### src/rtl/alu_writeback.sv
// Commit stage: 2-entry ALU result FIFO, 16x32 register file, N/Z/C flags, r15 write strobe.
// Optional same-cycle read forwarding enabled by defining WB_BYPASS_EN.
module alu_writeback #(
    parameter int DW   = 32,
    parameter int NREG = 16
) (
    input  logic          clk,
    input  logic          rst,
    input  logic          alu_valid,
    output logic          alu_ready,
    input  logic [3:0]    alu_rd_idx,
    input  logic [DW-1:0] alu_res,
    input  logic          alu_S,
    input  logic          alu_c,
    input  logic          alu_z,
    input  logic          alu_n,
    input  logic          ldr_wr_en,
    input  logic [3:0]    ldr_wr_idx,
    input  logic [DW-1:0] ldr_wr_data,
    input  logic [3:0]    rn_idx,
    input  logic [3:0]    rm_idx,
    output logic [DW-1:0] rn_data,
    output logic [DW-1:0] rm_data,
    output logic          carry_flag,
    output logic          zero_flag,
    output logic          neg_flag,
    output logic          pc_wr,
    output logic [DW-1:0] pc_wr_data,
    output logic          busy
);

    localparam logic [1:0] CNT_EMPTY = 2'd0;
    localparam logic [1:0] CNT_ONE   = 2'd1;
    localparam logic [1:0] CNT_FULL  = 2'd2;
    localparam logic [3:0] PC_IDX    = 4'hF;

    logic [DW-1:0] regs [NREG];

    logic [3:0]    fifo_idx [2];
    logic [DW-1:0] fifo_res [2];
    logic [3:0]    fifo_fl  [2];   // {S, n, z, c}
    logic          wr_ptr;
    logic          rd_ptr;
    logic [1:0]    count;

    logic          push;
    logic          pop;
    logic [3:0]    head_idx;
    logic [DW-1:0] head_res;
    logic [3:0]    head_fl;

    assign alu_ready = (count != CNT_FULL);
    assign busy      = (count != CNT_EMPTY);
    assign push      = alu_valid && alu_ready;
    assign pop       = busy && !ldr_wr_en;
    assign head_idx  = fifo_idx[rd_ptr];
    assign head_res  = fifo_res[rd_ptr];
    assign head_fl   = fifo_fl[rd_ptr];

    always_ff @(posedge clk or posedge rst) begin
        if (rst) begin
            wr_ptr <= 1'b0;
            rd_ptr <= 1'b0;
            count  <= CNT_EMPTY;
            for (int unsigned i = 0; i < 2; i++) begin
                fifo_idx[i] <= '0;
                fifo_res[i] <= '0;
                fifo_fl[i]  <= '0;
            end
        end else begin
            if (push) begin
                fifo_idx[wr_ptr] <= alu_rd_idx;
                fifo_res[wr_ptr] <= alu_res;
                fifo_fl[wr_ptr]  <= {alu_S, alu_n, alu_z, alu_c};
                wr_ptr           <= ~wr_ptr;
            end
            if (pop) begin
                rd_ptr <= ~rd_ptr;
            end
            if (push && !pop) begin
                count <= (count == CNT_EMPTY) ? CNT_ONE : CNT_FULL;
            end else if (pop && !push) begin
                count <= (count == CNT_FULL) ? CNT_ONE : CNT_EMPTY;
            end
        end
    end

    // Load port wins; a stalled ALU head retries next cycle so its value lands last.
    always_ff @(posedge clk or posedge rst) begin
        if (rst) begin
            for (int unsigned i = 0; i < NREG; i++) begin
                regs[i] <= '0;
            end
        end else if (ldr_wr_en) begin
            regs[ldr_wr_idx] <= ldr_wr_data;
        end else if (pop) begin
            regs[head_idx] <= head_res;
        end
    end

    always_ff @(posedge clk or posedge rst) begin
        if (rst) begin
            neg_flag   <= 1'b0;
            zero_flag  <= 1'b0;
            carry_flag <= 1'b0;
        end else if (pop && head_fl[3]) begin
            neg_flag   <= head_fl[2];
            zero_flag  <= head_fl[1];
            carry_flag <= head_fl[0];
        end
    end

    always_comb begin
        pc_wr      = 1'b0;
        pc_wr_data = '0;
        if (ldr_wr_en && (ldr_wr_idx == PC_IDX)) begin
            pc_wr      = 1'b1;
            pc_wr_data = ldr_wr_data;
        end else if (pop && (head_idx == PC_IDX)) begin
            pc_wr      = 1'b1;
            pc_wr_data = head_res;
        end
    end

`ifdef WB_BYPASS_EN
    always_comb begin
        rn_data = regs[rn_idx];
        if (ldr_wr_en && (ldr_wr_idx == rn_idx)) begin
            rn_data = ldr_wr_data;
        end else if (pop && (head_idx == rn_idx)) begin
            rn_data = head_res;
        end
    end

    always_comb begin
        rm_data = regs[rm_idx];
        if (ldr_wr_en && (ldr_wr_idx == rm_idx)) begin
            rm_data = ldr_wr_data;
        end else if (pop && (head_idx == rm_idx)) begin
            rm_data = head_res;
        end
    end
`else
    assign rn_data = regs[rn_idx];
    assign rm_data = regs[rm_idx];
`endif

endmodule

### config.mk
export PLATFORM = sky130hd
export DESIGN_NAME = alu_writeback
export DESIGN_NICKNAME = d
export VERILOG_FILES = /design/src/rtl/alu_writeback.sv
export SDC_FILE = /design/constraint.sdc
export NUM_CORES = 1
export LEC_CHECK = 0
export BUFFER_PORTS_ARGS = -buffer_cell sky130_fd_sc_hd__buf_2
export CAP_MARGIN = 5
export CELL_PAD_IN_SITES_DETAIL_PLACEMENT = 0
export CELL_PAD_IN_SITES_GLOBAL_PLACEMENT = 2
export CORE_UTILIZATION = 49
export CTS_BUF_LIST = sky130_fd_sc_hd__clkbuf_4 sky130_fd_sc_hd__clkbuf_8
export DETAILED_ROUTE_END_ITERATION = 7
export PLACE_DENSITY = 0.92
export SYNTH_ARGS = -nofsm -noshare
export SYNTH_HDL_FRONTEND = slang
export SYNTH_SLANG_ARGS = --single-unit
### constraint.sdc
create_clock -name clk -period 31.3 [get_ports clk]
set_input_delay 4.695 -clock clk [delete_from_list [all_inputs] [get_ports clk]]
set_output_delay 4.695 -clock clk [all_outputs]
set_load 0.005 [all_outputs]
==> flow_metrics.py, run 1 <==
metrics = {
    "clock_tree": {
        "cts.repair.resized": 0,
        "cts_tree": "built",
        "cts.htree.levels": 3,
        "clock_latency_ps": 770,
        "cts_root_buf": "clkbuf_8",
        "clockBufferDepth": 3,
        "post_cts_buffers": 0,
        "cts_hold_buf": 0,
        "cts_made_buffers": 103,
        "path_clk_slew_ps": 60,
        "cts_sinks": 599,
    },
    "synth": {
        "ys_types": 41,
        "synth_ff_type": "dfrtp_1",
        "synth-edff-count": 0,
        "synth_cells": 2567,
        "synth_warnings": 0,
        "async_flop_share": 1.00,
        "syn_avg_cell_area_sq_um": 13.7,
        "yosysSeqAreaShare": 0.425,
        "mappedNetlistArea_sq_mm": 0.0353,
        "synth_nets": 2656,
        "synth_seq_cells": 599,
    },
    "power": {
        "swShare": 0.368,
        "power_density_mw_per_mm2": 75.6,
        "combPwrFrac": 0.339,
        "ir_worst_vdd_mv": 0.0484,
        "p_clk_frac": 0.281,
        "seqPwrFrac": 0.380,
        "p_int_mw": 1.86,
        "power.switching_mw": 1.08,
        "cellLeakagePower_nw": 17.3,
        "p_total_mw": 2.94,
    },
    "finish": {
        "syn2layout_area_growth_pct": 10.5,
        "layout-drive-gt1-share": 0.520,
        "final_cell_mix": "598 x dfrtp_1, 512 x mux2_2, 480 x o22ai_1",
        "layout_commonest_cell": "dfrtp_1",
        "post-route-util": 0.551,
        "fin_nets": 2684,
    },
    "critical_path": {
        "crit_path_max_fanout": 64,
        "worstSetupPathType": "in2out",
        "worstReg2RegStart": "rd_ptr",
        "required_ps": 26610,
        "rr_endpoint": "regs[283]",
        "crit_path_end_kind": "output port",
        "cp-startpoint": "rm_idx[0]",
        "cp-start-kind": "input port",
        "rrSetupSlack_ps": 27420,
        "r2r_cells": 7,
        "arrival_ps": 8160,
    },
    "grt": {
        "grt_pass1_vias": 28600,
        "grt_pass1_wl_microns": 193000,
        "antenna_found_initial": 9,
        "globalRoute.busiestLayer": "met2",
        "grt_max_degree": 152,
        "grtUsageTotal": 0.360,
        "gr-usage-met2": 0.539,
        "use_met1": 0.463,
        "met3_usage": 0.113,
        "grt_overflow": 0,
    },
    "route": {
        "dr.pass1.iters": 5,
        "drt_iter0_drc": 3755,
        "wirelength_microns": 132000,
        "wl_per_cell_microns": 36.5,
        "ant_nets": 0,
        "vias_per_cell": 7.60,
        "vias": 27600,
        "drcViolationCount": 0,
    },
    "min_path": {
        "hp-class": "reg2reg",
        "min_from": "fifo_res[0]",
        "whs_path_depth": 1,
        "min_to": "fifo_res[0]",
    },
    "die": {
        "fp.dieH_microns": 270,
        "num_rows": 97,
        "dieWidth_microns": 270,
        "core_area_sq_mm": 0.0706,
        "start_util": 0.499,
        "io_pins": 190,
        "die-area_sq_mm": 0.0730,
    },
    "flow_run": {
        "maxCapViolCount": 0,
    },
    "timing": {
        "period_needed_ps": 12860,
        "drv_slew": 0,
        "rsz0062_at_grt": "no",
        "worst_pin_slew_ps": 1260,
        "finalHoldViolCount": 0,
        "setup_viol": 0,
        "skew_ps": 58.0,
        "setup_ws_ps": 18440,
        "relSlewSlack": 0.161,
        "fmax_mhz": 77.8,
        "fin_crit_sh": 0.411,
        "fin_hold_ws_ps": 505,
        "fin_setup_tns_ps": 0,
    },
    "placed_design": {
        "io_buffer_count": 189,
        "gp_congestion": 0.832,
        "dp_slack_ps": 18430,
        "hpwl_microns": 70800,
    },
    "outcome": {
        "status": "finished, final reports clean",
    },
}
==> metrics by stage <==
| step | std cells | cell area, sq um |
|---|---|---|
| final | 3628 | 38900 |
| after detailed placement | 3430 | 36500 |
| after CTS | 3623 | 38900 |
| after global routing | 3625 | 38900 |
| after global placement | 3430 | 36500 |
| after floorplan | 2567 | 35300 |
==> layout make-up <==
type,count,area [sq um]
clock buffers,159,2060
fillers,5768,31700
repair buffers,258,1500
flip-flops and latches,599,15000
inverters,5,26.3
clock inverters,34,364
well taps,940,1180
multi-input cells,1628,18800
diodes,5,12.5
==> how the worst max path moves through the flow <==
stage and endpoint:
6_report rm_data[18], 5_1_grt rm_data[18], 4_1_cts rn_data[25], 3_5_place_dp rm_data[25], 3_3_place_gp rn_data[25], 2_1_floorplan carry_flag
==> logic make-up after synthesis <==
| family | after synthesis | share of synthesized area |
|---|---|---|
| adder cells (fa/ha/maj) | 1 | 0.000355 |
| AND/OR/NAND/NOR | 115 | 0.0191 |
| flip-flops | 599 | 0.425 |
| XOR/XNOR | 3 | 0.000745 |
| AO/OA/AOI/OAI | 593 | 0.111 |
| multiplexers | 916 | 0.397 |
| buffers and inverters | 340 | 0.0469 |
==> cell usage after synthesis (2+ instances only) <==
cell type | count | share of area
dfrtp_1 | 599 | 0.43
mux2_2 | 512 | 0.16
o22ai_1 | 493 | 0.087
mux4_2 | 320 | 0.20
clkbuf_1 | 172 | 0.018
buf_2 | 89 | 0.013
buf_4 | 46 | 0.0098
nand2_1 | 43 | 0.0046
mux2i_1 | 36 | 0.010
a21o_1 | 33 | 0.0070
or2_2 | 33 | 0.0059
o2bb2ai_1 | 32 | 0.0079
mux2_4 | 30 | 0.013
mux2_1 | 18 | 0.0057
buf_1 | 16 | 0.0017
buf_6 | 11 | 0.0035
o22ai_2 | 9 | 0.0032
nand3_1 | 8 | 0.0011
nor2_1 | 8 | 0.00085
o22a_1 | 8 | 0.0020
and3b_1 | 6 | 0.0015
o21ai_1 | 6 | 0.00085
inv_1 | 5 | 0.00053
nor2b_1 | 5 | 0.00089
nor3b_4 | 4 | 0.0021
a21oi_1 | 3 | 0.00043
o21ai_0 | 3 | 0.00043
xnor2_1 | 3 | 0.00075
and3_1 | 2 | 0.00035
nor3b_2 | 2 | 0.00071
o21ai_2 | 2 | 0.00050
==> worst max-delay path, stage by stage <==
cell and delay [ps]:
clkbuf_8 670, buf_4 830, buf_4 600, mux4_2 560, mux4_2 520, buf_2 160
==> flip-flops by register name (all words and copies together), names as in the netlist, 2 cells and up <==
signal and cells:
fifo_res 64, regs 512, fifo_fl 8, count 2
fifo_idx 8
==> routing by layer <==
metal,part of all wire,wire length (microns),vias to the layer above
met4,0.063,8290,6
met5,0.00031,41,-
li1,-,-,10400
met1,0.36,47400,14300
met2,0.45,59300,2274
met3,0.13,17400,610
==> power groups by stage <==
stage / registers (mW) / logic, mW / clock network (mW)
2_1_floorplan: 1.06 / 0.702 / 0
3_3_place_gp: 1.10 / 0.942 / 0
3_5_place_dp: 1.12 / 0.968 / 0
4_1_cts: 1.11 / 0.971 / 0.832
5_1_grt: 1.13 / 1.03 / 0.868
6_report: 1.12 / 0.998 / 0.828
No activity file was read; power rests on OpenSTA's default activity.
==> inputs of run 2 (changes only) <==
Settings changed: CORE_UTILIZATION 49 to 46, PLACE_DENSITY 0.92 to 0.87.
Clock period 31.3 ns to 13.2 ns, I/O delays scaled along.
==> run 2 against run 1 <==
Net effect: routed wire length is 0.79% lower; non-clock buffer count grew 2; register-to-register slack got worse by 18000 ps.
==> flow_metrics.py, run 2 (same netlist as run 1, synthesis figures left out) <==
metrics = {
    "route": {
        "dr.pass1.iters": 6,
        "vias_per_cell": 7.34,
        "drt_iter0_drc": 3510,
        "vias": 27200,
        "ant_nets": 0,
        "wl_per_cell_microns": 35.4,
        "drcViolationCount": 0,
        "wirelength_microns": 131000,
    },
    "timing": {
        "fin_setup_tns_ps": 0,
        "finalHoldViolCount": 0,
        "fmax_mhz": 139,
        "setup_viol": 0,
        "worst_pin_slew_ps": 1330,
        "period_needed_ps": 7210,
        "relSlewSlack": 0.113,
        "skew_ps": 44.4,
        "setup_ws_ps": 5990,
        "drv_slew": 0,
        "fin_hold_ws_ps": 504,
        "rsz0062_at_grt": "no",
        "fin_crit_sh": 0.547,
    },
    "critical_path": {
        "arrival_ps": 5230,
        "critical_path.endpoint": "rn_data[2]",
        "required_ps": 11220,
        "worstSetupPathType": "in2out",
        "crit_path_max_fanout": 50,
        "r2r_cells": 6,
        "worstReg2RegStart": "rd_ptr",
        "cp-start-kind": "input port",
        "rr_endpoint": "regs[281]",
        "cp-startpoint": "rn_idx[1]",
        "rrSetupSlack_ps": 9410,
        "crit_path_end_kind": "output port",
    },
    "placed_design": {
        "gp_congestion": 0.833,
        "place_area_sq_mm": 0.0366,
        "io_buffer_count": 189,
        "dp_slack_ps": 5980,
        "place_inst": 3522,
        "hpwl_microns": 72900,
    },
    "finish": {
        "fillers": 6437,
        "layout-drive-gt1-share": 0.519,
        "reg.largest.list": "regs x512, fifo_res x64",
        "fin_nets": 2686,
        "top_register": "regs",
        "regArea_sq_mm": 0.0150,
        "finalInstanceArea_sq_mm": 0.0390,
        "final_cell_mix": "598 x dfrtp_1, 512 x mux2_2, 480 x o22ai_1",
        "layout_commonest_cell": "dfrtp_1",
        "fin_cells": 3714,
        "syn2layout_area_growth_pct": 10.5,
        "multiInputGateArea_sq_mm": 0.0188,
        "largest_reg_flops": 512,
        "post-route-util": 0.513,
    },
    "clock_tree": {
        "post_cts_buffers": 0,
        "cts_hold_buf": 0,
        "clock_latency_ps": 740,
        "cts.repair.resized": 0,
        "path_clk_slew_ps": 60,
        "cts_sinks": 599,
        "clockBufferDepth": 3,
        "cts_made_buffers": 103,
        "cts_root_buf": "clkbuf_8",
        "cts.htree.levels": 3,
        "cts_tree": "built",
    },
    "power": {
        "p_total_mw": 6.93,
        "ir_worst_vdd_mv": 0.140,
        "cellLeakagePower_nw": 17.2,
        "power_density_mw_per_mm2": 178,
    },
    "grt": {
        "grt_max_degree": 163,
        "grt_overflow": 0,
        "antenna_found_initial": 7,
        "grt_pass1_wl_microns": 191000,
        "grt_pass1_vias": 28200,
        "grtUsageTotal": 0.338,
    },
    "die": {
        "num_rows": 101,
        "io_pins": 190,
        "fp.dieH_microns": 279,
        "start_util": 0.464,
        "dieWidth_microns": 279,
        "die-area_sq_mm": 0.0778,
        "core_area_sq_mm": 0.0759,
    },
    "flow_run": {
        "maxCapViolCount": 0,
    },
    "min_path": {
        "hp-class": "reg2reg",
    },
    "outcome": {
        "status": "finished, final reports clean",
    },
}
## run 2: changes by cell type in the layout (fill, tap and decap cells not counted), sizes merged
| cell | change |
|---|---|
| inv | -4 |
| clkinvlp | +1 |
| bufinv | -3 |
| clkbuf | +16 |
| diode | -3 |
| buf | +2 |
| clkinv | -13 |
## run 2: final cells by class
type | count | area share
diodes | 2 | 0.000128
clock buffers | 175 | 0.0564
clock inverters | 15 | 0.00337
inverters | 5 | 0.000578
multi-input cells | 1628 | 0.483
flip-flops and latches | 599 | 0.385
well taps | 1030 | 0.0331
repair buffers | 260 | 0.0389
## run 2: worst min path at each step
stage | cells after the start | slack (ps) | endpoint | from
6_report | 1 | 500 | regs[14] | regs[14]
5_1_grt | 1 | 520 | fifo_res[3] | fifo_res[3]
4_1_cts | 1 | 510 | regs[270] | regs[270]
3_5_place_dp | 1 | 490 | regs[270] | regs[270]
3_3_place_gp | 1 | 480 | regs[388] | regs[388]
2_1_floorplan | 1 | 460 | regs[0] | regs[0]
## run 2: critical path: stages
cell,delay [ps]
buf_4,460
buf_4,780
buf_4,750
mux4_2,420
mux4_2,570
buf_2,170
## run 2: power breakdown
group          internal (mW)  switching (mW)  leakage [nW]
Sequential              2.28           0.365          8.08
Clock                   1.08           0.817          1.25
Combinational           1.02            1.36          7.90
Total                   4.38            2.55          17.2
## run 2: per-layer routing
layer / vias up / GRT usage / share of wire
met5: - / 0 / 0.00016
met4: 4 / 0.167 / 0.051
met3: 498 / 0.114 / 0.13
met2: 2125 / 0.511 / 0.45
met1: 14300 / 0.436 / 0.37
li1: 10400 / - / -
